$ cat src/rtl/router_pkg.sv
// Shared types and constants for the router packet-sequencing controller.
// The state encoding is fixed at 3 bits with DECODE_ADDRESS as the reset
// value so the debug state output reads 0 straight out of reset.
package router_pkg;

   typedef enum logic [2:0] {
      DECODE_ADDRESS     = 3'd0,
      LOAD_FIRST_DATA    = 3'd1,
      LOAD_DATA          = 3'd2,
      FIFO_FULL_STATE    = 3'd3,
      LOAD_AFTER_FULL    = 3'd4,
      LOAD_PARITY        = 3'd5,
      CHECK_PARITY_ERROR = 3'd6,
      WAIT_TILL_EMPTY    = 3'd7
   } state_e;

   localparam logic [1:0] ADDR_INVALID = 2'b11;
   localparam int         NUM_DEST     = 3;

   // Select one per-destination flag by a 2-bit address; the invalid
   // address reads as 0 so it can never look like an empty or reset FIFO.
   function automatic logic pick_dest(input logic [NUM_DEST-1:0] flags,
                                      input logic [1:0]          addr);
      logic sel;
      sel = 1'b0;
      case (addr)
         2'd0:    sel = flags[0];
         2'd1:    sel = flags[1];
         2'd2:    sel = flags[2];
         default: sel = 1'b0;
      endcase
      return sel;
   endfunction

endpackage

$ cat src/rtl/router_pkt_ctrl_nsl.sv
// Next-state logic of the packet-sequencing controller, kept combinational
// and free of registers so the state table reads in one place.
// Optional feature macro: ROUTER_PKT_CTRL_WAIT_TIMEOUT_EN adds the
// wait-expired input and the drop indication.
module router_pkt_ctrl_nsl
   import router_pkg::*;
(
   input  state_e              state_i,
   input  logic [1:0]          addr_q_i,
   input  logic                pkt_valid_i,
   input  logic [1:0]          data_in_i,
   input  logic                fifo_full_i,
   input  logic [NUM_DEST-1:0] fifo_empty_i,
   input  logic [NUM_DEST-1:0] soft_reset_i,
   input  logic                parity_done_i,
   input  logic                low_pkt_valid_i,
`ifdef ROUTER_PKT_CTRL_WAIT_TIMEOUT_EN
   input  logic                wait_expired_i,
   output logic                drop_o,
`endif
   output state_e              state_d_o
);

   logic hdr_empty;   // empty flag of the FIFO addressed by the incoming header
   logic sel_empty;   // empty flag of the latched destination
   logic sel_soft;    // soft reset of the latched destination

   assign hdr_empty = pick_dest(fifo_empty_i, data_in_i);
   assign sel_empty = pick_dest(fifo_empty_i, addr_q_i);
   assign sel_soft  = pick_dest(soft_reset_i, addr_q_i);

   // State table; a soft reset of the latched destination aborts any packet.
   always_comb begin
      state_d_o = state_i;
`ifdef ROUTER_PKT_CTRL_WAIT_TIMEOUT_EN
      drop_o    = 1'b0;
`endif
      if (state_i != DECODE_ADDRESS && sel_soft) begin
         state_d_o = DECODE_ADDRESS;
      end else begin
         case (state_i)
            DECODE_ADDRESS: begin
               if (pkt_valid_i && data_in_i != ADDR_INVALID)
                  state_d_o = hdr_empty ? LOAD_FIRST_DATA : WAIT_TILL_EMPTY;
            end
            LOAD_FIRST_DATA: state_d_o = LOAD_DATA;
            LOAD_DATA: begin
               if (fifo_full_i)       state_d_o = FIFO_FULL_STATE;
               else if (!pkt_valid_i) state_d_o = LOAD_PARITY;
            end
            FIFO_FULL_STATE: begin
               if (!fifo_full_i) state_d_o = LOAD_AFTER_FULL;
            end
            LOAD_AFTER_FULL: begin
               if (parity_done_i)        state_d_o = DECODE_ADDRESS;
               else if (low_pkt_valid_i) state_d_o = LOAD_PARITY;
               else                      state_d_o = LOAD_DATA;
            end
            LOAD_PARITY: state_d_o = CHECK_PARITY_ERROR;
            CHECK_PARITY_ERROR: begin
               state_d_o = fifo_full_i ? FIFO_FULL_STATE : DECODE_ADDRESS;
            end
            WAIT_TILL_EMPTY: begin
               if (sel_empty) begin
                  state_d_o = LOAD_FIRST_DATA;
               end
`ifdef ROUTER_PKT_CTRL_WAIT_TIMEOUT_EN
               else if (wait_expired_i) begin
                  state_d_o = DECODE_ADDRESS;
                  drop_o    = 1'b1;
               end
`endif
            end
            default: state_d_o = DECODE_ADDRESS;
         endcase
      end
   end

endmodule

$ cat src/rtl/router_pkt_ctrl.sv
// Packet-sequencing controller for the 1-to-3 router: decodes the header
// address, sequences header/payload/parity loads and handles stalls.
// Optional feature macro: ROUTER_PKT_CTRL_WAIT_TIMEOUT_EN (bounded wait for
// a busy destination, with a one-cycle pkt_dropped pulse on expiry).
//
// Handshake: the input port presents a byte whenever pkt_valid is high and
// must hold that byte (not advance) in every cycle where busy is high; a
// byte is consumed in any cycle with pkt_valid high and busy low.
module router_pkt_ctrl
   import router_pkg::*;
#(
   parameter int WAIT_LIMIT = 64,
   parameter int WCNT_W     = 7
) (
   input  logic       clock,
   input  logic       resetn,
   input  logic       pkt_valid,
   input  logic [1:0] data_in,
   input  logic       fifo_full,
   input  logic       fifo_empty_0,
   input  logic       fifo_empty_1,
   input  logic       fifo_empty_2,
   input  logic       soft_reset_0,
   input  logic       soft_reset_1,
   input  logic       soft_reset_2,
   input  logic       parity_done,
   input  logic       low_pkt_valid,
   output logic       detect_add,
   output logic       lfd_state,
   output logic       ld_state,
   output logic       laf_state,
   output logic       full_state,
   output logic       write_enb_reg,
   output logic       rst_int_reg,
   output logic       busy,
`ifdef ROUTER_PKT_CTRL_WAIT_TIMEOUT_EN
   output logic       pkt_dropped,
`endif
   output logic [2:0] state_dbg
);

   // The wait counter must be able to reach WAIT_LIMIT-1.
   if (WCNT_W < 1 || WAIT_LIMIT < 1 || WAIT_LIMIT > (1 << WCNT_W)) begin : g_bad_cfg
      $error("router_pkt_ctrl: WCNT_W is too narrow for WAIT_LIMIT");
   end

   state_e     state_q, state_d;
   logic [1:0] addr_q, addr_d;

`ifdef ROUTER_PKT_CTRL_WAIT_TIMEOUT_EN
   logic [WCNT_W-1:0] wcnt_q, wcnt_d;
   logic              wait_expired;
   logic              drop;
   logic              dropped_q;

   assign wait_expired = (wcnt_q == WCNT_W'(WAIT_LIMIT - 1));

   // Wait counter runs only while parked in WAIT_TILL_EMPTY, zero elsewhere,
   // so every entry into the wait starts from 0.
   always_comb begin
      wcnt_d = '0;
      if (state_q == WAIT_TILL_EMPTY)
         wcnt_d = wcnt_q + {{(WCNT_W-1){1'b0}}, 1'b1};
   end

   // Wait counter and registered drop pulse.
   always_ff @(posedge clock or negedge resetn) begin
      if (!resetn) begin
         wcnt_q    <= '0;
         dropped_q <= 1'b0;
      end else begin
         wcnt_q    <= wcnt_d;
         dropped_q <= drop;
      end
   end

   assign pkt_dropped = dropped_q;
`endif

   router_pkt_ctrl_nsl u_nsl (
      .state_i         (state_q),
      .addr_q_i        (addr_q),
      .pkt_valid_i     (pkt_valid),
      .data_in_i       (data_in),
      .fifo_full_i     (fifo_full),
      .fifo_empty_i    ({fifo_empty_2, fifo_empty_1, fifo_empty_0}),
      .soft_reset_i    ({soft_reset_2, soft_reset_1, soft_reset_0}),
      .parity_done_i   (parity_done),
      .low_pkt_valid_i (low_pkt_valid),
`ifdef ROUTER_PKT_CTRL_WAIT_TIMEOUT_EN
      .wait_expired_i  (wait_expired),
      .drop_o          (drop),
`endif
      .state_d_o       (state_d)
   );

   // Latch the destination when a valid header leaves DECODE_ADDRESS.
   always_comb begin
      addr_d = addr_q;
      if (state_q == DECODE_ADDRESS && state_d != DECODE_ADDRESS)
         addr_d = data_in;
   end

   // State and destination registers.
   always_ff @(posedge clock or negedge resetn) begin
      if (!resetn) begin
         state_q <= DECODE_ADDRESS;
         addr_q  <= 2'd0;
      end else begin
         state_q <= state_d;
         addr_q  <= addr_d;
      end
   end

   // Moore output decode from the current state only.
   always_comb begin
      detect_add    = 1'b0;
      lfd_state     = 1'b0;
      ld_state      = 1'b0;
      laf_state     = 1'b0;
      full_state    = 1'b0;
      write_enb_reg = 1'b0;
      rst_int_reg   = 1'b0;
      busy          = 1'b0;
      case (state_q)
         DECODE_ADDRESS:  detect_add = 1'b1;
         LOAD_FIRST_DATA: begin
            lfd_state = 1'b1;
            busy      = 1'b1;
         end
         LOAD_DATA: begin
            ld_state      = 1'b1;
            write_enb_reg = 1'b1;
         end
         FIFO_FULL_STATE: begin
            full_state = 1'b1;
            busy       = 1'b1;
         end
         LOAD_AFTER_FULL: begin
            laf_state     = 1'b1;
            busy          = 1'b1;
            write_enb_reg = 1'b1;
         end
         LOAD_PARITY: begin
            busy          = 1'b1;
            write_enb_reg = 1'b1;
         end
         CHECK_PARITY_ERROR: begin
            rst_int_reg = 1'b1;
            busy        = 1'b1;
         end
         WAIT_TILL_EMPTY: busy = 1'b1;
         default: ;
      endcase
   end

   assign state_dbg = state_q;

endmodule

$ cat config.mk
export PLATFORM = sky130hd
export DESIGN_NAME = router_pkt_ctrl
export DESIGN_NICKNAME = d
export VERILOG_FILES = /design/src/rtl/router_pkg.sv /design/src/rtl/router_pkt_ctrl_nsl.sv /design/src/rtl/router_pkt_ctrl.sv
export SDC_FILE = /design/constraint.sdc
export NUM_CORES = 1
export LEC_CHECK = 0
export CAP_MARGIN = 30
export CELL_PAD_IN_SITES_DETAIL_PLACEMENT = 1
export CELL_PAD_IN_SITES_GLOBAL_PLACEMENT = 1
export CORE_MARGIN = 1
export CORE_UTILIZATION = 26
export DETAILED_ROUTE_END_ITERATION = 10
export PLACE_DENSITY_LB_ADDON = 0.2
export SETUP_SLACK_MARGIN = 0.1
export SYNTH_ARGS = -nofsm -noshare
export SYNTH_HDL_FRONTEND = slang
export SYNTH_SLANG_ARGS = --single-unit
$ cat constraint.sdc
create_clock -name clock -period 1.7 [get_ports clock]
set_input_delay 0.255 -clock clock [delete_from_list [all_inputs] [get_ports clock]]
set_output_delay 0.255 -clock clock [all_outputs]
set_load 0.02 [all_outputs]
# After elaboration in Yosys (flattened, before gate mapping)
# Index checks and enable logic that the tools add are counted.
[classes] n_eq_ne=12 muxes=22 n_reduce_logical=10
[ops] operator="2-to-1 mux 3 bit" count=9
[ops] operator="case mux 3 bit (8 select lines)" count=1
[ops] operator="equality test 3 bit, second input constant" count=4
[ops] operator="case mux 1 bit (3 select lines)" count=3
[ops] operator="2-to-1 mux 1 bit" count=8
[ops] operator="equality test 3 x 2 -> 1 bit, second input constant" count=2
[ops] operator="nonzero test 3 bit" count=2
[ops] operator="OR reduction 6 bit" count=1
[ops] operator="equality test 2 x 1 -> 1 bit, second input constant" count=2
[ops] operator="equality test 2 bit, second input constant" count=2
[ops] operator="logical NOT 2 bit" count=2
[ops] operator="equality test 3 x 1 -> 1 bit, second input constant" count=1
[ops] operator="logical AND 1 bit" count=3
[ops] operator="logical NOT 3 bit" count=1
[ops] operator="OR reduction 3 bit" count=1
[ops] operator="2-to-1 mux 2 bit" count=1
[ops] operator="!= test 2 bit, second input constant" count=1
[totals] regBits=5 output_inout_bits=11

# Longest topological paths before layout
[depth] word_depth=8 ltp_mapped=5

# Modules after synthesis
# From an unflattened synthesis, not the netlist that was laid out.
[hier_totals] cells_unflattened=51 area_unflattened_um2=435.4
[by_module_without_submodules] mod="router_pkt_ctrl" n_inst=1 cells_each=17 area_per_inst_um2=219.0 seq_area_each_um2=125.1
[by_module_without_submodules] mod="router_pkt_ctrl_nsl" n_inst=1 cells_each=34 area_per_inst_um2=216.5 seq_area_each_um2=0.0

# Least setup slack after synthesis
# Ideal clock, no wire load.
[synth_timing] path_type="register to output" startpoint="register state_q[0], in the netlist state_dbg[0]" endpoint="output port write_enb_reg" arrival_time_ns=1.601 t_required_ns=1.445 path_slack_ns=-0.156 path_stages_with_launch=5 n_path_buf=1 path_cell_list="dfrtp_1 buf_4 or2_2 nor2_1 a21o_1"
[synth_between] elab_chain_cells=3 elab_cells_between_ends=5
[synth_lines] item="start, declared" line_no="router_pkt_ctrl.sv:47" rtl="state_e state_q, state_d;"
[synth_lines] item="start signal, assigned" line_no="router_pkt_ctrl.sv:110" rtl="state_q <= state_d;"
[synth_lines] item="equality test 3 bit or equality test 3 x 2 -> 1 bit (tied branches)" line_no="router_pkt_ctrl.sv:125" rtl="case (state_q)"
[synth_lines] item="OR reduction 3 bit (no line) (*)"
[synth_lines] item="2-to-1 mux 1 bit (*)" line_no="router_pkt_ctrl.sv:125"
[synth_lines] item="end, declared" line_no="router_pkt_ctrl.sv:33" rtl="output logic write_enb_reg,"
# Every way passes the cells marked *; elsewhere a longest branch is shown, timed or not.

# Worst setup path after layout
[layout_timing] startpoint="register state_q[2], in the netlist state_dbg[2]" endpoint="register addr_q[0]"
[layout_between] elab_chain_cells=6 elab_cells_between_ends=19
[layout_lines] item="2-to-1 mux 3 bit" line_no="router_pkt_ctrl_nsl.sv:49" rtl="else if (!pkt_valid_i) state_d_o = LOAD_PARITY;"
[layout_lines] item="2-to-1 mux 3 bit" line_no="router_pkt_ctrl_nsl.sv:48" rtl="if (fifo_full_i) state_d_o = FIFO_FULL_STATE;"
[layout_lines] item="case mux 3 bit (8 select lines)" line_no="router_pkt_ctrl_nsl.sv:41" rtl="case (state_i)"
[layout_lines] item="2-to-1 mux 3 bit" line_no="router_pkt_ctrl_nsl.sv:38" rtl="if (state_i != DECODE_ADDRESS && sel_soft) begin"
[layout_lines] item="nonzero test 3 bit" line_no="router_pkt_ctrl.sv:100" rtl="if (state_q == DECODE_ADDRESS && state_d != DECODE_ADDRESS)"
[layout_lines] item="logical AND 1 bit (*)" line_no="router_pkt_ctrl.sv:100"
[layout_lines] item="end signal, assigned" line_no="router_pkt_ctrl.sv:111" rtl="addr_q <= addr_d;"
[layout_lines] item="end, declared" line_no="router_pkt_ctrl.sv:48" rtl="logic [1:0] addr_q, addr_d;"
# Marked as above.
# A chain may end at the register's enable or synchronous reset.

==> results.cfg <==
[status]
status = complete, no violations

[cells_and_area]
nNetsFinal = 108
final_util_pct = 49.6
area_growth_pct = 78.9
final_layout_size_suffix_gt1_share_pct = 37.6
n_antenna_cell = 0

[die]
initial_utilization_pct = 27.8
die_w_um = 44.9
core_um2 = 1730
die_area_um2 = 2020
num_rows = 15
io-pin-count = 25
dieHeight_um = 44.9

[sta]
fin_tns_setup_ns = 0
tightestPinTransition_ns = 0.241
fmax_mhz = 643
final.setup.worst_slack_ns = 0.144
period_needed_ns = 1.56
report.final.setup_viol = 0
relSlewSlack_pct = 83.8
period_share_pct = 91.5
rsz0062_at_grt = true
worst_clock_skew_ns = 0.000221
hold_viol_final = 0
maxSlewViolCount = 0
whs_ns = 0.235

[route]
vias = 553
drc = 0
dr.pass1.iters = 4
wl_per_cell_um = 12.6
drtIter0Drc = 3
viasPerCell = 4.69
ant_nets = 0
routed_wl_um = 1480

[setup_path]
crit_arrival_ns = 1.68
critical_path_class = flip-flop to flip-flop
worstSetupEndpointType = flip-flop
rrSetupSlack_ns = 0.14
cp-start-kind = flip-flop
crit_fanout = 6
r2r-end = addr_q[0]
r2r-start = state_dbg[2]
worstRegToRegCells = 6
crit_required_ns = 1.83

[clock_network]
cts.sinks = 5
path_clk_slew_ns = 0.04
clk_latency_ns = 0.25
htreeDepth = 1
ctsRootBufferMaster = clkbuf_4
numCtsBuffers = 3
cts_tree = done
clockBufferDepth = 2
cts_hold_buf = 0

[logic_synthesis]
synthesis.nets = 68
ys_warn_count = 0
synth_top_area_cell = dfrtp_1
yosysSeqAreaShare_pct = 26.1
yosys.area.top_type_share_pct = 26.1
ys_ff_latch = 5
synth_cells = 54
synthTopCellsByArea = dfrtp_1 26%, mux2i_1 8.4%, mux2_4 6.3%
syn_area_um2 = 479
synth_cell_types = 24
postSynthAreaPerCell_um2 = 8.87

[grt]
gr-usage-all-layers_pct = 16.1
use_met3_pct = 1.60
grt_pass1_wl_um = 2290
first_global_vias = 579
busiest_layer = met2
gr-total-overflow = 0
grt_antenna_before_repair = 0
grt_util_met2_pct = 29.0
grt_max_degree = 17
grtUsageMet1_pct = 16.5

[power_and_ir_drop]
sw_frac_of_total_pct = 43.8
power_density_nw_per_um2 = 1710
power.switching_mw = 0.643
total_power_mw = 1.47
intPower_mw = 0.825
pwr-share-seq_pct = 16.7
irDropWorstVdd_mv = 0.707
power.share.clock_pct = 9.6
pwr-share-comb_pct = 73.7
p_leak_nw = 0.407

[place]
place_worst_setup_slack_ns = -0.00422
place.port_buffers = 24
place_congestion = 0.801
hpwl_um = 1100

[worst_hold_path]
hp-class = primary input to async pin

[flow_run]
max-cap-violations = 0
repair_timing:
item,in CTS,in global routing
resized for setup,21,11
setup buffers,4,4
endpoints found under the setup margin,11,9
gates cloned,0,1
pin swaps,1,1
synthesized netlist by cell type, drive strengths merged:
master	count
and3	1
a311oi	1
or2	1
mux2i	4
nor3	1
mux2	3
buf	3
dfrtp	5
o21bai	1
nand2	4
inv	3
nand2b	2
or3	2
o32a	1
a21oi	5
a21o	2
a22oi	1
nor3b	4
a221oi	1
nor2	5
o21ai	4
flip-flops by register name, indices dropped and copies added (netlist names):
| name | count |
|---|---|
| state_dbg | 3 |
| addr_q | 2 |
metal layers:
metal | wire, µm | share of wire, %
met2 | 762 | 51
met5 | 0 | 0
met1 | 608 | 41
met4 | 50 | 3.4
met3 | 61 | 4.1
cell type report:
cell class	instances	area, µm²
fill	217	870
inverter	3	11.3
clock buffer	4	26.3
multi-input combinational	43	330
timing repair buffer	38	332
sequential	5	126
tap	25	31.3
cell families (layout without fill, tap and decap cells):
family          count (synthesis)  after routing  share of synthesized area [%]
mux                             7              7                           17.0
simple gates                   20             20                           25.6
buf+inv                         6             45                           8.62
flops                           5              5                           26.1
compound gates                 16             16                           22.7
critical path: stages (launching register included):
cell and delay [ns]:
dfrtp_1 0.39, buf_6 0.14, nor3_4 0.21, buf_6 0.13, nand2_4 0.04, a21o_1 0.20, mux2_4 0.31
stage by stage:
step                instances  cell area, µm²
global placement          105             772
global route              118             857
floorplan                  54             493
detailed placement        105             772
finish                    118             857
CTS                       113             833
power by group through the flow:
stage / logic (mW) / clock network [mW] / registers [mW]
floorplan: 0.600 / 0 / 0.278
global placement: 0.973 / 0 / 0.253
detailed placement: 0.981 / 0 / 0.254
CTS: 1.03 / 0.145 / 0.240
global route: 1.17 / 0.154 / 0.253
finish: 1.08 / 0.141 / 0.245
cells in the final DEF, fill, tap and decap left out, types with 3 or more instances in the layout:
cell type | Yosys | final
buf_4 | 1 | 9
mux2i_1 | 4 | 4
a21oi_1 | 5 | 5
buf_6 | 2 | 4
dfrtp_1 | 5 | 4
clkbuf_2 | 0 | 5
inv_1 | 3 | 3
clkdlybuf4s50_1 | 0 | 14
nor2_1 | 5 | 4
dlygate4sd2_1 | 0 | 3
o21ai_0 | 4 | 4
nor3b_1 | 4 | 3
clkbuf_4 | 0 | 3
worst max path at each step:
| stage | start | to | slack (ns) | depth (start not counted) |
|---|---|---|---|---|
| 2_1_floorplan | state_dbg[0] | write_enb_reg | 0.02 | 4 |
| 4_1_cts | state_dbg[0] | write_enb_reg | 0.003 | 4 |
| 6_report | state_dbg[2] | addr_q[0] | 0.14 | 6 |
| 3_5_place_dp | state_dbg[0] | write_enb_reg | -0.004 | 4 |
| 5_1_grt | state_dbg[2] | addr_q[0] | 0.09 | 6 |
| 3_3_place_gp | state_dbg[1] | full_state | 0.006 | 3 |
Power figures use the tool's default switching activity.
